## src/rtl/btn_debounce_multi.sv

```systemverilog
// N-channel push-button conditioner: 2-FF sync, tick-sampled debounce, and
// registered press/release/long/repeat pulses per channel.
module btn_debounce_multi #(
  parameter int N_CH         = 4,
  parameter int TICK_DIV     = 100,
  parameter int STABLE_CNT   = 8,
  parameter int LONG_TICKS   = 1000,
  parameter int REPEAT_TICKS = 250,
  parameter bit ACTIVE_LOW   = 1'b0
) (
  input  logic            clk,
  input  logic            reset,
  input  logic [N_CH-1:0] i_btn,
  output logic [N_CH-1:0] o_level,
  output logic [N_CH-1:0] o_press,
  output logic [N_CH-1:0] o_release,
  output logic [N_CH-1:0] o_long,
  output logic [N_CH-1:0] o_repeat
);

  localparam int TICK_W = $clog2(TICK_DIV);
  localparam int STAB_W = $clog2(STABLE_CNT + 1);
  localparam int HOLD_W = $clog2(LONG_TICKS + 1);
  localparam int REP_W  = (REPEAT_TICKS > 0) ? $clog2(REPEAT_TICKS + 1) : 1;

  localparam logic [N_CH-1:0]   POLARITY  = {N_CH{ACTIVE_LOW}};
  localparam logic [TICK_W-1:0] TICK_LAST = TICK_W'(TICK_DIV - 1);
  localparam logic [STAB_W-1:0] STAB_LAST = STAB_W'(STABLE_CNT - 1);
  localparam logic [HOLD_W-1:0] HOLD_LAST = HOLD_W'(LONG_TICKS - 1);
  localparam logic [HOLD_W-1:0] HOLD_MAX  = HOLD_W'(LONG_TICKS);
  localparam logic [REP_W-1:0]  REP_LAST  = REP_W'(REPEAT_TICKS - 1);

  typedef enum logic [1:0] {IDLE, SHORT, LONG} state_t;

  logic [TICK_W-1:0] tick_cnt;
  logic              tick;
  logic [N_CH-1:0]   sync1, sync2, sample, accept;

  state_t            state    [N_CH];
  logic [STAB_W-1:0] stab_cnt [N_CH];
  logic [HOLD_W-1:0] hold_cnt [N_CH];
  logic [REP_W-1:0]  rep_cnt  [N_CH];

  always_ff @(posedge clk or posedge reset) begin
    if (reset) begin
      tick_cnt <= '0;
    end else if (tick) begin
      tick_cnt <= '0;
    end else begin
      tick_cnt <= tick_cnt + TICK_W'(1);
    end
  end

  assign tick = (tick_cnt == TICK_LAST);

  // Sync FFs reset to the idle pin level so the corrected sample starts at 0.
  always_ff @(posedge clk or posedge reset) begin
    if (reset) begin
      sync1 <= POLARITY;
      sync2 <= POLARITY;
    end else begin
      sync1 <= i_btn;
      sync2 <= sync1;
    end
  end

  assign sample = sync2 ^ POLARITY;

  always_comb begin
    accept = '0;
    for (int ch = 0; ch < N_CH; ch++) begin
      accept[ch] = tick && (sample[ch] != o_level[ch]) && (stab_cnt[ch] == STAB_LAST);
    end
  end

  // Level and FSM share one register block so events land on the first cycle of the new level.
  always_ff @(posedge clk or posedge reset) begin
    if (reset) begin
      o_level   <= '0;
      o_press   <= '0;
      o_release <= '0;
      o_long    <= '0;
      o_repeat  <= '0;
      for (int ch = 0; ch < N_CH; ch++) begin
        state[ch]    <= IDLE;
        stab_cnt[ch] <= '0;
        hold_cnt[ch] <= '0;
        rep_cnt[ch]  <= '0;
      end
    end else begin
      o_press   <= '0;
      o_release <= '0;
      o_long    <= '0;
      o_repeat  <= '0;
      for (int ch = 0; ch < N_CH; ch++) begin
        if (tick) begin
          if (sample[ch] == o_level[ch] || accept[ch]) begin
            stab_cnt[ch] <= '0;
          end else begin
            stab_cnt[ch] <= stab_cnt[ch] + STAB_W'(1);
          end

          case (state[ch])
            IDLE: begin
              if (accept[ch]) begin
                state[ch]    <= SHORT;
                o_level[ch]  <= 1'b1;
                o_press[ch]  <= 1'b1;
                hold_cnt[ch] <= '0;
              end
            end
            SHORT: begin
              if (accept[ch]) begin
                state[ch]     <= IDLE;
                o_level[ch]   <= 1'b0;
                o_release[ch] <= 1'b1;
              end else if (hold_cnt[ch] == HOLD_LAST) begin
                state[ch]    <= LONG;
                hold_cnt[ch] <= HOLD_MAX;
                o_long[ch]   <= 1'b1;
                rep_cnt[ch]  <= '0;
              end else begin
                hold_cnt[ch] <= hold_cnt[ch] + HOLD_W'(1);
              end
            end
            LONG: begin
              // Release wins over a repeat due on the same tick.
              if (accept[ch]) begin
                state[ch]     <= IDLE;
                o_level[ch]   <= 1'b0;
                o_release[ch] <= 1'b1;
              end else if (REPEAT_TICKS != 0) begin
                if (rep_cnt[ch] == REP_LAST) begin
                  o_repeat[ch] <= 1'b1;
                  rep_cnt[ch]  <= '0;
                end else begin
                  rep_cnt[ch] <= rep_cnt[ch] + REP_W'(1);
                end
              end
            end
            default: state[ch] <= IDLE;
          endcase
        end
      end
    end
  end

endmodule

```

## config.mk

```make
export PLATFORM = sky130hd
export DESIGN_NAME = btn_debounce_multi
export DESIGN_NICKNAME = d
export VERILOG_FILES = /design/src/rtl/btn_debounce_multi.sv
export SDC_FILE = /design/constraint.sdc
export NUM_CORES = 1
export LEC_CHECK = 0
export ABC_AREA = 1
export CORE_MARGIN = 10
export CORE_UTILIZATION = 30
export CTS_BUF_LIST = sky130_fd_sc_hd__clkbuf_4
export DETAILED_ROUTE_END_ITERATION = 16
export MAX_ROUTING_LAYER = met4
export PLACE_DENSITY_LB_ADDON = 0.3
export SLEW_MARGIN = 40
export SYNTH_ARGS = -nofsm -noshare
export SYNTH_HDL_FRONTEND = slang
export SYNTH_SLANG_ARGS = --single-unit
```

## constraint.sdc

```tcl
create_clock -name clk -period 5 [get_ports clk]
set_clock_uncertainty 0.15 [all_clocks]
set_input_delay 0.5 -clock clk [delete_from_list [all_inputs] [get_ports clk]]
set_output_delay 0.5 -clock clk [all_outputs]
set_load 0.03 [all_outputs]
```

# Word level (Yosys, flattened, before mapping)
# Index checks and enable logic that the tools add are counted.
# word_totals
regBits,131
latch_bits,0
mem_bits_rw,0
mem_bits_ro,0
out_inout_bits,20
elab_cells,270
n_memories,0
# op_classes
add_sub_neg,13
multipliers,0
div,0
magnitude_cmp,0
eq_ne,57
shifts,0
mux,125
n_bitwise,0
n_reduce_logical,48
# op_table
op,count
2-to-1 mux 8 bit,16
2-to-1 mux 10 bit,12
case mux 10 bit (2 select lines),4
case mux 8 bit (2 select lines),4
2-to-1 mux 1 bit,60
AND reduction 4 bit,12
adder 10 x 1 -> 10 bit (second input constant),4
equality test 10 bit (second input constant),4
!= test 2 bit (second input constant),20
adder 8 x 1 -> 8 bit (second input constant),4
equality test 8 bit (second input constant),4
2-to-1 mux 2 bit,16
case mux 2 bit (3 select lines),4
nonzero test 2 bit,12
AND reduction 5 bit,4
adder 4 x 1 -> 4 bit (second input constant),4
equality test 4 x 3 -> 1 bit (second input constant),4
2-to-1 mux 4 bit,4
!= test 3 bit (second input constant),4
equality test 2 x 1 -> 1 bit (second input constant),4
equality test 2 bit (second input constant),4
logical AND 1 bit,8
zero test 2 bit,4
!= test 2 x 1 -> 1 bit (second input constant),4
8 further kinds,23

# Logic depth before layout (Yosys ltp)
# Gate-level depths: netlist of run 1.
# logic_depth
ltp_word,6
depth_mapped,11

# Worst setup path after synthesis of run 1
# No wires, ideal clock.
# synth_path
path_type,register -> register
from,reg o_level[0]
to,reg hold_cnt[39] in the netlist's numbering
setup_ps,123
arrival_time_ps,1512
required_time_ps,4727
path_slack_ps,3215
stages_incl_launch_ff,7
n_path_buf,0
path_cell_list,dfrtp_1 xor2_1 nand2_1 a21oi_4 nand2_2 nand2_1 nand2_1
# synth_between
elab_chain_cells,5
# synth_lines
item,line_no,source
from (decl),14,"output logic [N_CH-1:0] o_level,"
from (signal assigned),79,o_level <= '0;
"from (signal, indexed assignment)",107,o_level[ch] <= 1'b1;
"from (signal, indexed assignment)",115,o_level[ch] <= 1'b0;
!= test 1 bit *,72,accept[ch] = tick && (sample[ch] != o_level[ch]) && (stab_cnt[ch] == STAB_LAST);
logical AND 1 bit * (2 in a row),72,
!= test 2 bit (no line),-,
AND reduction 4 bit (no line) *,-,
"to (signal, indexed assignment)",123,hold_cnt[ch] <= hold_cnt[ch] + HOLD_W'(1);
to (decl),41,logic [HOLD_W-1:0] hold_cnt [N_CH];
# Every way passes the cells marked *; elsewhere a longest branch is shown, timed or not.
# A chain may end at the register's enable or synchronous reset.

# Worst setup path in the final report of run 1
# layout_path
from,reg o_level[3]
to,out o_level[3]
# No word-level cell between the ends.

==> results by group, run 1 <==
Floorplan
  • Die H: about 180 um
  • Core outline area: 24,200 sq um
  • Initial Utilization: 30.2%
  • Die Width: 176 um
  • I/O pins: 26
  • Area of the die: 31,000 sq um
  • # rows: 57

Setup path
  • Worst EP arrival: 1.76 ns
  • Crit-path leading delay family: buffers and inverters
  • Critical-path cell list: clkdlybuf4s50_1
  • WP buf/inv: 1
  • Req. time, crit path: approximately 4.4 ns
  • Setup crit end kind: output port
  • CP max-delay cell: clkdlybuf4s50_1
  • CP max stage delay: 0.72 ns
  • Crit Path Max Fanout: 3
  • CP Class: flip-flop to output port
  • Type of origin of the critical path: flip-flop

Drt
  • Residual DRC: 0
  • Routed length per instance: 11.2 um
  • Routed WL: 15,000 um
  • Final antenna-violating net count: 0
  • DR iter-0 viols: 436
  • DR vias: between 5k and 6k
  • Router iterations before antenna repair: 6
  • Average vias per placed instance: ~4.5

STA
  • Final setup viols: 0
  • Fin. max-slew vios: 0
  • Worst-Margin Slew: 0.549 ns
  • Final Worst Setup Slack: 2.59 ns
  • RSZ-0062 raised after global routing: no
  • Final setup TNS: 0 ns
  • Final period utilization: 48.1%
  • Hold Worst Slack: 0.214 ns
  • Final min period: about 2.4 ns
  • Relative slew slack: 63.4%
  • FMAX: 0.416 GHz
  • Fin. Hold Viols: 0

Clock network
  • CTS tree: built
  • Total CTS buffers: 17
  • Clk_lat worst skew: 0.57 ns
  • Clk slew on worst S/H paths: 0.12 ns
  • Hold Buf Count CTS: 0
  • CTS sink count: 131
  • CTS Root Buffer Type: clkbuf_4
  • Setup bufs post-CTS: 0
  • Clock buffer depth: 2
  • Post-CTS Resized: 0
  • H-tree depth: 4

Power
  • Comb pwr share: 1.8%
  • Pleak: 4.00 nW
  • Proportion of power drawn by the clock network: 38.0%
  • P per Cell Area: approximately 220 nW/um^2
  • Sequential Power Share: 60.3%
  • Switching share of total power: approximately 25%
  • Maximum VDD drop: 110 uV
  • Sw power: approximately 0.00045 W
  • Internal: around 0.0013 W

Placed design
  • Hpwl dp: between 10,000 and 15,000 um
  • IO Port Bufs: 25
  • Final Wtd Congestion: roughly 0.84
  • Post-place setup slack: 2.82 ns
  • Placed cells: 1,299

Cells and area
  • Nets: 1,033
  • Non-filler cells, final: 1,332
  • Final Util: 33.9%
  • Share of cells above drive strength 1: 7.05%
  • Layout area overhead: 12.0%
  • Multi-input gate area: 3590 sq um
  • Fillers: between 2k and 3k
  • Flip-flop and latch area: between 3000 and 4000 sq um

Yosys
  • Seq/Total Area, Yosys: 44.8%
  • Area contributors post-synth: dfrtp_1 45%, nand2_1 16%, ha_1 5.6%
  • Post-synth top area share: 44.8%
  • Yosys reg bits: roughly 130
  • Synthesized instance count: 957
  • Post-synth net total: 996
  • Synth warn: 0
  • Netlist Area Pre-Place: 7310 sq um
  • Synth Area per Inst: 7.64 sq um
  • Post-synth top area cell: dfrtp_1
  • Synth unique cells: 33

Global routing
  • Global-route wire length before repair: between 20,000 and 30,000 um
  • Total gr overflow: 0
  • Largest net degree at the start of global routing: about 110
  • Initial antenna violation count: 1
  • Number of global-route vias before repair: approximately 5.8k
  • All-Layer GR Usage: 10.5%

Flow run
  • Max-cap violations: 0

Worst hold path
  • Worst Hold Class: flip-flop to flip-flop

Outcome
  • Status: finished clean
[registers in the layout, summed over array words and instances, names as in the netlist]
signal,count
hold_cnt,40
rep_cnt,32
stab_cnt,16
state,8
tick_cnt,7
o_level,4
o_long,4
o_press,4
o_release,4
o_repeat,4
sample,4
sync1,4
[power by group through the flow]
stage          Sequential, W  Clock, W  Combinational [W]
2_1_floorplan        0.00108         0          0.0000199
3_3_place_gp         0.00108         0          0.0000337
3_5_place_dp         0.00108         0          0.0000337
4_1_cts              0.00106  0.000707          0.0000339
5_1_grt              0.00107  0.000751          0.0000375
6_report             0.00106  0.000671          0.0000312
[layout make-up]
| class | count | share of cell area (%) |
|---|---|---|
| Sequential cell | 131 | 40.0 |
| Tap cell | 324 | 4.95 |
| Multi-Input combinational cell | 714 | 43.8 |
| Antenna cell | 1 | 0.0305 |
| Clock inverter | 14 | 1.41 |
| Timing Repair Buffer | 27 | 3.24 |
| Clock buffer | 18 | 1.65 |
| Inverter | 103 | 4.87 |
[worst paths after layout]
check                                  from            to  slack (ns)  cells past startpoint
worst min-delay path               sync1[0]     sample[0]        0.21                      0
min in group asynchronous             reset     sample[0]        0.26                      2
worst max register to register  tick_cnt[0]  hold_cnt[39]        2.80                     10
max in group asynchronous             reset  hold_cnt[28]        3.66                      3
worst max-delay path             o_level[3]    o_level[3]        2.59                      1
worst min register to register     sync1[0]     sample[0]        0.21                      0
[cell families (layout without fill, tap and decap cells)]
| family | count (synthesis) | in the layout | synth area share, % |
|---|---|---|---|
| flops | 131 | 131 | 44.8 |
| buf+inv | 112 | 162 | 6.06 |
| xor+xnor | 32 | 32 | 3.94 |
| compound gates | 81 | 81 | 6.24 |
| fa+ha+maj | 33 | 33 | 5.65 |
| simple gates | 568 | 568 | 33.3 |
| other cells | 0 | 1 | 0 |
[cells in the final DEF, fill, tap and decap left out, types with 2 or more instances in the layout]
cell,instances
nand2_1,310
dfrtp_1,131
inv_1,100
nor2_1,99
nand3_1,82
a21oi_1,36
ha_1,33
clkdlybuf4s50_1,25
nor3_1,23
xor2_1,22
o21ai_0,22
nand4_1,19
clkbuf_4,18
o21ai_1,13
or2_2,11
nand2_2,9
xnor2_1,9
clkinv_2,6
clkinv_4,4
nand3_2,3
o211ai_1,3
nor2_2,3
a21oi_4,3
nand3b_1,3
inv_2,2
nor2_4,2
a21o_1,2
nor3b_1,2
buf_4,2
[through the flow]
stage / total power [W] / cell area (sq um)
after floorplan: 0.00110 / 7310
after global routing: 0.00185 / 8190
after detailed placement: 0.00112 / 7940
after CTS: 0.00181 / 8190
after global placement: 0.00112 / 7930
final: 0.00177 / 8190
[metal layers]
| metal | global-route usage, % | wire length, um | up-vias |
|---|---|---|---|
| li1 | - | - | 3127 |
| met1 | 12.5 | 7360 | 2760 |
| met2 | 17.1 | 7050 | 66 |
| met3 | 1.96 | 377 | 13 |
| met4 | 4.24 | 180 | 0 |
| met5 | - | 0 | - |
[synthesized netlist by cell type]
| cell | number |
|---|---|
| o21ai_0 | 22 |
| nor2_4 | 2 |
| or2_2 | 11 |
| a21oi_4 | 3 |
| nand3_2 | 3 |
| nand4_1 | 19 |
| a21o_1 | 2 |
| a21oi_1 | 36 |
| xor2_1 | 22 |
| nand3_1 | 82 |
| inv_1 | 101 |
| buf_2 | 3 |
| nand2_4 | 1 |
| o211ai_1 | 3 |
| buf_4 | 1 |
| o21ai_1 | 13 |
| inv_2 | 2 |
| xor2_2 | 1 |
| nand3b_1 | 3 |
| nor3b_1 | 2 |
| nand2_1 | 310 |
| o21ai_2 | 1 |
| nor3_1 | 23 |
| nor2_1 | 99 |
| xnor2_1 | 9 |
| clkbuf_1 | 3 |
| a31oi_1 | 1 |
| dfrtp_1 | 131 |
| buf_6 | 2 |
| nor2_2 | 3 |
| ha_1 | 33 |
| nand2_2 | 9 |
| nor3_2 | 1 |
Note: power is estimated with default switching activity, not from simulation.
==> run 2, diff against run 1 <==
==> constraint.sdc (replaced) <==
create_clock -name clk -period 1.93 [get_ports clk]
set_clock_uncertainty 0.15 [all_clocks]
set_input_delay 0.193 -clock clk [delete_from_list [all_inputs] [get_ports clk]]
set_output_delay 0.193 -clock clk [all_outputs]
set_load 0.03 [all_outputs]
==> run 2 against run 1 <==
Routed wire length rose by 4.2%; die area did not move; clock power rose to 3.6 times the previous value; largest cell class unchanged; final cell count rose by 4.1%; hold slack got worse by 0.0015 ns; total power rose to 3.0 times the previous value; design area rose by 8.4%; highest routed layer unchanged.
==> results by group, run 2 (same netlist as run 1, synthesis figures left out) <==
Cells and area
  • Final Cell Area: 8880 sq um (+8.4%)
  • Final Util: 36.7% (+2.8 points)
  • Most frequent cells in the layout: 297 x nand2_1, 131 x dfrtp_1, 100 x inv_1
  • Max FFs per register: 40 (unchanged)
  • Fillers: 2,466 (-2.9%)
  • Layout area overhead: 21.4%
  • Share of cells above drive strength 1: 13.7% (+6.6 points)
  • Top flop regs: hold_cnt: 40 flops, rep_cnt: 32 flops, stab_cnt: 16 flops
  • Commonest non-fill, non-tap cell in the layout: nand2_1
  • Nets: 1,086 (+5.1%)
  • Reg with most FFs: hold_cnt

Clock network
  • Total CTS buffers: 17 (unchanged)
  • CTS tree: built
  • Clock buffer depth: 2 (unchanged)
  • CTS sink count: 131 (unchanged)
  • CTS Root Buffer Type: clkbuf_4
  • Clk_lat worst skew: 0.55 ns (-0.02 ns)
  • Clk slew on worst S/H paths: 0.12 ns (about the same)
  • H-tree depth: 4 (unchanged)

STA
  • Hold Worst Slack: 0.213 ns (-0.00151 ns)
  • Final Worst Setup Slack: 0.0472 ns (-2.55 ns)
  • Fin. max-slew vios: 0 (unchanged)
  • Worst-Margin Slew: 0.508 ns (-0.0405 ns)
  • RSZ-0062 raised after global routing: yes
  • Fin. Hold Viols: 0 (unchanged)
  • Relative slew slack: 66.1% (+2.7 points)
  • Final setup viols: 0 (unchanged)
  • FMAX: 0.531 GHz
  • Final period utilization: a little over nine tenths
  • Final min period: 1.88 ns

Drt
  • Final antenna-violating net count: 0 (unchanged)
  • Average vias per placed instance: 4.45 (-0.58%)
  • Router iterations before antenna repair: 4 (-2)
  • Routed length per instance: 11.3 um (+0.16%)
  • Routed WL: 15,600 um (+4.2%)
  • Residual DRC: 0 (unchanged)
  • DR iter-0 viols: 318 (-27%)
  • DR vias: 6,172 (+3.5%)

Floorplan
  • Core outline area: 24,200 sq um (unchanged)
  • I/O pins: 26 (unchanged)
  • Area of the die: 31,000 sq um (unchanged)
  • # rows: 57 (unchanged)
  • Initial Utilization: 30.2% (unchanged)
  • Die Width: 176 um (unchanged)
  • Die H: 176 um (unchanged)

Power
  • P per Cell Area: 591 nW/um^2 (+170%)
  • Pleak: 4.40 nW (+10%)
  • Maximum VDD drop: 239 uV (+120%)
  • Pwr Total: 0.00524 W (+200%)

Setup path
  • R2R Setup Slk: 0.05 ns (-2.75 ns)
  • CP Class: flip-flop to flip-flop
  • Req. time, crit path: 2.22 ns (-2.13 ns)
  • Setup crit end kind: flip-flop
  • Crit Path Max Fanout: 5 (+2)
  • Type of origin of the critical path: flip-flop
  • Worst EP arrival: 2.17 ns (+0.41 ns)

Placed design
  • Hpwl dp: 10,800 um (+4.6%)
  • Area of placed instances: 8210 sq um (+3.5%)
  • Final Wtd Congestion: 0.849 (+1.7%)
  • Post-place setup slack: 0.0649 ns (-2.75 ns)
  • IO Port Bufs: 25 (unchanged)

Flow run
  • Max-cap violations: 0 (unchanged)

Global routing
  • Total gr overflow: 0 (unchanged)
  • Number of global-route vias before repair: 5,815 (+0.85%)
  • All-Layer GR Usage: 10.6% (+0.11 points)
  • Global-route wire length before repair: 27,000 um (+1.7%)
  • Initial antenna violation count: 1 (unchanged)
  • Largest net degree at the start of global routing: 92 (-12%)

Worst hold path
  • Worst Hold Class: flip-flop to flip-flop

Outcome
  • Status: finished clean
-- run 2: layout make-up --
cell class	instances	area, sq um	share of cell area [%]
Multi-Input combinational cell	717	3730	42.1
Clock inverter	14	234	2.64
Antenna cell	2	5.00	0.0564
Inverter	103	390	4.40
Timing Repair Buffer	77	697	7.85
Tap cell	324	405	4.57
Clock buffer	18	135	1.52
Sequential cell	131	3280	36.9
-- run 2: critical path, cell delays in order, from the launching register on --
cell	delay, ns
dfrtp_1	0.40
ha_2	0.21
nand2_2	0.07
nor2_4	0.18
inv_2	0.10
buf_6	0.14
a21oi_4	0.19
buf_6	0.15
nand2_8	0.06
nand2_1	0.06
nand2_1	0.04
-- run 2: per-stage QoR --
stage               cells  setup TNS (ns)
CTS                  1370               0
global placement     1333               0
floorplan             957           -4.74
global route         1386           -1.96
finish               1386               0
detailed placement   1333               0
-- run 2: metal layers --
| metal | share of wire (%) | routed length (um) | GRT usage [%] |
|---|---|---|---|
| met5 | 0 | 0 | - |
| met4 | 1.4 | 214 | 3.92 |
| met3 | 2.5 | 396 | 2.35 |
| met2 | 47 | 7280 | 16.3 |
| met1 | 49 | 7710 | 13.3 |
-- run 2: report_power, final --
part	switching [W]	total (W)	internal (W)	leakage, nW
registers	0.00000481	0.00276	0.00275	1.80
logic	0.0000679	0.0000975	0.0000296	2.42
clock network	0.00109	0.00239	0.00130	0.188
total	0.00116	0.00524	0.00408	4.40
-- run 2: timing repair --
action | 4_1_cts | 5_1_grt
setup endpoints to repair | 20 | 71
gates cloned | 0 | 6
pin swaps | 0 | 6
hold buffers | 5 | 0
setup buffers | 0 | 8
endpoints found under the hold margin | 44 | 0
resized for setup | 21 | 46
-- run 2: worst paths after layout --
check / from / cells past startpoint / end
max: tick_cnt[0] / 10 / hold_cnt[30]
min: sync1[2] / 0 / sample[2]
max reg2reg: tick_cnt[0] / 10 / hold_cnt[30]
min reg2reg: sync1[2] / 0 / sample[2]
max in group asynchronous: reset / 4 / hold_cnt[30]
min in group asynchronous: reset / 3 / o_level[1]
